[config.mk]
export PLATFORM = sky130hd
export DESIGN_NAME = frame_mem_arbiter
export DESIGN_NICKNAME = d
export VERILOG_FILES = /design/src/rtl/frame_mem_arbiter.sv
export SDC_FILE = /design/constraint.sdc
export NUM_CORES = 1
export LEC_CHECK = 0
export ABC_AREA = 1
export CORE_ASPECT_RATIO = 0.75
export CORE_MARGIN = 5
export CORE_UTILIZATION = 30
export DETAILED_ROUTE_END_ITERATION = 10
export GPL_ROUTABILITY_DRIVEN = 0
export PLACE_DENSITY = 0.81
export SLEW_MARGIN = 20
export SYNTH_ARGS = -nofsm -noshare
export SYNTH_HDL_FRONTEND = slang
export SYNTH_SLANG_ARGS = --single-unit
[constraint.sdc]
create_clock -name CLK_PX -period 2.29 [get_ports CLK_PX]
set_clock_uncertainty 0.05 [all_clocks]
set_input_delay 0.5725 -clock CLK_PX [delete_from_list [all_inputs] [get_ports CLK_PX]]
set_output_delay 0.5725 -clock CLK_PX [all_outputs]
set_load 0.03 [all_outputs]
[src/rtl/frame_mem_arbiter.sv]
// Single-port frame RAM arbiter: display reads take every slot they need, writers A/B share the
// rest round-robin with bounded bursts. Define FRAME_ARB_WB_EN to enable writer B arbitration.
module frame_mem_arbiter #(
   parameter int unsigned ADDR_W    = 19,
   parameter int unsigned DATA_W    = 8,
   parameter int unsigned BURST_MAX = 8
) (
   input  logic              CLK_PX,
   input  logic              RST_n,
   input  logic              DISP_REQ,
   input  logic [ADDR_W-1:0] DISP_ADDR,
   output logic [DATA_W-1:0] DISP_DATA,
   output logic              DISP_VALID,
   input  logic              WA_VALID,
   output logic              WA_READY,
   input  logic [ADDR_W-1:0] WA_ADDR,
   input  logic [DATA_W-1:0] WA_DATA,
   input  logic              WB_VALID,
   output logic              WB_READY,
   input  logic [ADDR_W-1:0] WB_ADDR,
   input  logic [DATA_W-1:0] WB_DATA,
   output logic [ADDR_W-1:0] MEM_ADDR,
   output logic              MEM_WE,
   output logic [DATA_W-1:0] MEM_WDATA,
   input  logic [DATA_W-1:0] MEM_RDATA,
   output logic              DISP_UNDERRUN
);

   localparam int unsigned CntW = $clog2(BURST_MAX + 1);
   localparam logic [CntW-1:0] BurstMax = CntW'(BURST_MAX);

`ifdef FRAME_ARB_WB_EN
   typedef enum logic [1:0] {StIdle, StGntA, StGntB} state_e;
`else
   typedef enum logic [1:0] {StIdle, StGntA} state_e;
`endif

   state_e state_q, state_d;
   logic   wa_fire, wb_fire;

   assign WA_READY = (state_q == StGntA) && !DISP_REQ;
   assign wa_fire  = WA_VALID && WA_READY;

`ifdef FRAME_ARB_WB_EN
   logic            last_b_q, last_b_d;
   logic [CntW-1:0] burst_q, burst_d, burst_inc;

   assign WB_READY = (state_q == StGntB) && !DISP_REQ;
   assign wb_fire  = WB_VALID && WB_READY;

   always_comb begin
      state_d   = state_q;
      last_b_d  = last_b_q;
      burst_inc = burst_q;
      // Only transferred beats count, so display stalls never shorten a burst.
      if ((wa_fire || wb_fire) && (burst_q != BurstMax)) burst_inc = burst_q + 1'b1;
      burst_d = burst_inc;
      unique case (state_q)
         StIdle: begin
            if (WA_VALID && (!WB_VALID || last_b_q)) state_d = StGntA;
            else if (WB_VALID)                       state_d = StGntB;
         end
         StGntA: begin
            if (!WA_VALID || ((burst_inc == BurstMax) && WB_VALID))
               state_d = WB_VALID ? StGntB : StIdle;
         end
         StGntB: begin
            if (!WB_VALID || ((burst_inc == BurstMax) && WA_VALID))
               state_d = WA_VALID ? StGntA : StIdle;
         end
         default: state_d = StIdle;
      endcase
      if (state_d != state_q) burst_d = '0;
      if (state_q == StGntA)      last_b_d = 1'b0;
      else if (state_q == StGntB) last_b_d = 1'b1;
   end

   always_ff @(posedge CLK_PX or negedge RST_n) begin
      if (!RST_n) begin
         last_b_q <= 1'b1;
         burst_q  <= '0;
      end else begin
         last_b_q <= last_b_d;
         burst_q  <= burst_d;
      end
   end
`else
   logic unused_wb;

   assign WB_READY  = 1'b0;
   assign wb_fire   = 1'b0;
   assign unused_wb = WB_VALID ^ (BurstMax != '0);

   always_comb begin
      state_d = state_q;
      unique case (state_q)
         StIdle:  if (WA_VALID)  state_d = StGntA;
         StGntA:  if (!WA_VALID) state_d = StIdle;
         default: state_d = StIdle;
      endcase
   end
`endif

   logic [ADDR_W-1:0] mem_addr_q, mem_addr_d;
   logic [DATA_W-1:0] mem_wdata_q, mem_wdata_d;
   logic              mem_we_q, mem_we_d;
   logic              rd1_q, rd1_d, rd2_q, rd2_d;
   logic [DATA_W-1:0] disp_data_q, disp_data_d;
   logic              disp_valid_q, disp_valid_d;
   logic              underrun_q, underrun_d;

   always_comb begin
      mem_addr_d  = mem_addr_q;
      mem_wdata_d = mem_wdata_q;
      mem_we_d    = 1'b0;
      rd1_d       = DISP_REQ;
      if (DISP_REQ) begin
         mem_addr_d = DISP_ADDR;
      end else if (wa_fire) begin
         mem_addr_d  = WA_ADDR;
         mem_wdata_d = WA_DATA;
         mem_we_d    = 1'b1;
      end else if (wb_fire) begin
         mem_addr_d  = WB_ADDR;
         mem_wdata_d = WB_DATA;
         mem_we_d    = 1'b1;
      end
      // rd1: address on the RAM port, rd2: RAM data returning, then captured for display.
      rd2_d        = rd1_q;
      disp_valid_d = rd2_q;
      disp_data_d  = rd2_q ? MEM_RDATA : disp_data_q;
      underrun_d   = underrun_q | (mem_we_q & rd1_q);
   end

   always_ff @(posedge CLK_PX or negedge RST_n) begin
      if (!RST_n) begin
         state_q      <= StIdle;
         mem_addr_q   <= '0;
         mem_wdata_q  <= '0;
         mem_we_q     <= 1'b0;
         rd1_q        <= 1'b0;
         rd2_q        <= 1'b0;
         disp_data_q  <= '0;
         disp_valid_q <= 1'b0;
         underrun_q   <= 1'b0;
      end else begin
         state_q      <= state_d;
         mem_addr_q   <= mem_addr_d;
         mem_wdata_q  <= mem_wdata_d;
         mem_we_q     <= mem_we_d;
         rd1_q        <= rd1_d;
         rd2_q        <= rd2_d;
         disp_data_q  <= disp_data_d;
         disp_valid_q <= disp_valid_d;
         underrun_q   <= underrun_d;
      end
   end

   assign MEM_ADDR      = mem_addr_q;
   assign MEM_WDATA     = mem_wdata_q;
   assign MEM_WE        = mem_we_q;
   assign DISP_DATA     = disp_data_q;
   assign DISP_VALID    = disp_valid_q;
   assign DISP_UNDERRUN = underrun_q;

endmodule

# After elaboration in Yosys (flattened, before gate mapping)
# Index checks and enable logic that the tools add are counted.
dict set report classes {
  add_sub_neg 0
  n_mul 0
  n_div 0
  magnitude_cmp 0
  eq_ne 3
  shift 0
  mux 7
  bitwise 3
  n_reduce_logical 7
}
# op n
set op_table {}
lappend op_table {{$mux 19} 2}
lappend op_table {{$mux 2} 2}
lappend op_table {{$ne 2x2->1 const B} 2}
lappend op_table {{$pmux 2 s2} 1}
lappend op_table {{$reduce_and 2->1} 2}
lappend op_table {{$eq 2x1->1 const B} 1}
lappend op_table {{$logic_and 1x1->1} 2}
lappend op_table {{$logic_not 2->1} 1}
lappend op_table {{$mux 1} 2}
lappend op_table {{$reduce_bool 2->1} 1}
lappend op_table {{$and 1x1->1} 1}
lappend op_table {{$logic_not 1->1} 1}
lappend op_table {{$not 1->1} 1}
lappend op_table {{$or 1x1->1} 1}
dict set report totals {
  register_bits 42
  latchBits 0
  ramBits 0
  mem_bits_ro 0
  output_inout_bits 40
  wordCells 29
  n_memories 0
}

# Longest topological paths before layout
dict set report logic_depth {
  word_depth 5
  depth_mapped 7
  mapped_depth_nobuf 5
}

# Least setup slack after synthesis
# No wires, ideal clock.
dict set report synth_path {
  path_kind {input to output}
  start {in DISP_REQ}
  end {out WA_READY}
  t_arrival_ps 1188
  required_time_ps 1668
  setup_slack_ps 479
  cell_stages 2
  path_cell_list {clkbuf_1 nor2_1}
}
dict set report synth_between {
  elab_chain_cells 2
}
# item line_no
set synth_lines {}
lappend synth_lines {{from (decl)} 10} ;# input logic DISP_REQ,
lappend synth_lines {{$logic_not 1->1} 41} ;# assign WA_READY = (state_q == StGntA) && !DISP_REQ;
lappend synth_lines {{$logic_and 1x1->1} 41}
lappend synth_lines {{to (decl)} 15} ;# output logic WA_READY,
# No other way between the ends.

# Worst setup path after layout
# Same ends and word-level chain as after synthesis.

==> flow_summary.json <==
{
  "hp-class": "primary input to asynchronous set/reset pin",
  "num-nets-final": 407,
  "rsz0062_at_grt": "false",
  "rr_endpoint": "MEM_ADDR[14]",
  "port_buffers": 96,
  "synth_nets": 308,
  "synth_area_um2": 1760,
  "drt_iter0_drc": 29,
  "crit_arrival_ns": 1.39,
  "grt_pass1_wl_um": 7950,
  "leakage_nw": 1.45,
  "synthTopCellsByArea": "dfrtp_1, nand2_1, o21ai_0",
  "worst_path_max_delay_cell": "clkdlybuf4s50_1",
  "avgRoutedWirePerCell_um": 11.8,
  "viasPerCell": 4.02,
  "netlist_instances": 222,
  "synthXorXnorAreaFrac": 0,
  "holdWs_ns": 0.0383,
  "synthAdderAreaFrac": 0,
  "final_max_slew_viol_count": 0,
  "n_antenna_cell": 0,
  "cts_tree": "done",
  "critPathLaunchType": "primary input",
  "final.period_utilization": 0.878,
  "ys_types": 14,
  "grt_max_degree": 20,
  "totalWireLength_um": 4690,
  "grt_use_met1": 0.173,
  "drtPass1Iterations": 4,
  "ctsHoldBuffers": 0,
  "netlist.area_leader.share": 0.584,
  "critPathMaxFanout": 5,
  "overflow": 0,
  "place_hpwl_um": 3630,
  "avgSynthCellArea_um2": 7.91,
  "cts.repair.resized": 0,
  "fillers": 541,
  "rows": 24,
  "core_um2": 5740,
  "max_clock_freq_ghz": 0.497,
  "final-hold-violation-count": 0,
  "grt.met3_usage": 0.0567,
  "yosys.area.top_type": "dfrtp_1",
  "cts_sinks": 41,
  "outcome": "finished clean",
  "max_stage_delay_ns": 0.57,
  "ys_seq_elements": 41,
  "initial_utilization": 0.306,
  "end_kind": "output pin",
  "io_pins": 126,
  "die_w_um": 98.4,
  "grtUsageTotal": 0.129,
  "antenna_found_initial": 0,
  "synth_warnings": 0,
  "min_period_ns": 2.01,
  "busiest_layer": "met2",
  "maxSlewHeadroom": 0.595,
  "area_delta_synth_final_pct": 64.9,
  "chipHeight_um": 76.3,
  "clkSlewWorstSetupHoldPaths_ns": 0.07,
  "final_common_cell": "nand2_1",
  "drc": 0,
  "r2r_start": "state_q[0]",
  "yosysSeqAreaShare": 0.584,
  "clk_latency_ns": 0.28,
  "synth-simple-area-share": 0.320,
  "cts_buffers": 5,
  "ant_nets": 0,
  "synth_top_family_by_area": "simple AND/OR/NAND/NOR gates",
  "maxCapViolCount": 0,
  "vias": 1605,
  "p_per_area_nw_per_um2": 676,
  "synth_compound_area_frac": 0.0363,
  "root_buffer": "clkbuf_8",
  "gr-usage-met2": 0.194,
  "layout_common_cells": "nand2_1, clkdlybuf4s50_1, dfrtp_1",
  "cp.required_ns": 1.67,
  "grt_pass1_vias": 1602,
  "cts_max_path_buffers": 2,
  "vdd.ir_drop.worst_v": 0.000280,
  "tns_ns": 0,
  "dieArea_um2": 7500,
  "fin_area_um2": 2900,
  "dpl_cell_area_um2": 2790,
  "regArea_um2": 1030,
  "critical_path_class": "primary input to output pin",
  "multiInputGateArea_um2": 629,
  "setup_violations": 0,
  "worst_pin_slew_ns": 0.608,
  "drive_gt1_frac": 0.0592,
  "synth.area.mux_share": 0,
  "reg2reg_depth": 3,
  "r2r_setup_slack_ns": 1.01,
  "htree_levels": 2,
  "post-cts-setup-buffer-count": 0,
  "crit_chain": "clkdlybuf4s50_1, nor2_1, buf_4"
}
[metal layers]
layer	routed length, µm	part of all wire
met1	2210	0.47
met2	2010	0.43
met5	0	0
met4	14	0.0030
met3	453	0.097
[cells by family (layout without fill, tap and decap cells)]
| family | after synthesis | in the layout |
|---|---|---|
| other | 1 | 1 |
| AO/OA/AOI/OAI | 11 | 11 |
| AND/OR/NAND/NOR | 148 | 148 |
| buffers and inverters | 21 | 120 |
| flip-flops | 41 | 41 |
[cell usage after synthesis (all sizes together)]
master  count
a21o        2
a21oi       1
buf         7
clkbuf      3
conb        1
dfrtp      41
inv        11
nand2     146
nand3       1
nor2        1
o21ai       8
[sequential cells by signal, indices dropped and copies added, names as in the netlist]
register	count
MEM_ADDR	19
DISP_DATA	8
MEM_WDATA	8
DISP_UNDERRUN	1
DISP_VALID	1
MEM_WE	1
disp_valid_d	1
rd1_q	1
state_q	1
[power by group]
group / internal [mW] / switching (mW)
Combinational: 0.263 / 0.302
Clock: 0.317 / 0.230
Sequential: 0.802 / 0.0458
[critical path: cells and delay by family]
kind	cells	cell delay (ns)
AND/OR/NAND/NOR	1	0.08
buffers and inverters	2	0.74
[per-stage QoR]
step	utilization	worst slack, ns	cells	power, mW
after detailed placement	0.487	0.0786	392	1.43
after global placement	0.487	0.0900	392	1.42
final	0.505	0.279	399	1.96
after CTS	0.505	0.246	399	1.99
after floorplan	-	0.479	222	1.13
after global routing	0.505	0.231	399	2.08
[final cells by class]
cell class                 count  area share
sequential                    41       0.354
tap                           78      0.0337
clock inverter                 2      0.0121
clock buffer                   5      0.0238
inverter                      11      0.0143
timing repair buffer         102       0.345
multi-input combinational    160       0.217
[worst max path at each step]
stage,start,to,slack (ns),depth (start not counted)
2_1_floorplan,DISP_REQ,WA_READY,0.48,2
3_3_place_gp,DISP_REQ,MEM_ADDR[1],0.09,5
3_5_place_dp,DISP_REQ,MEM_ADDR[14],0.08,5
4_1_cts,DISP_REQ,WA_READY,0.25,3
5_1_grt,DISP_REQ,MEM_ADDR[1],0.23,5
6_report,DISP_REQ,WA_READY,0.28,3
Power figures use the tool's default switching activity.
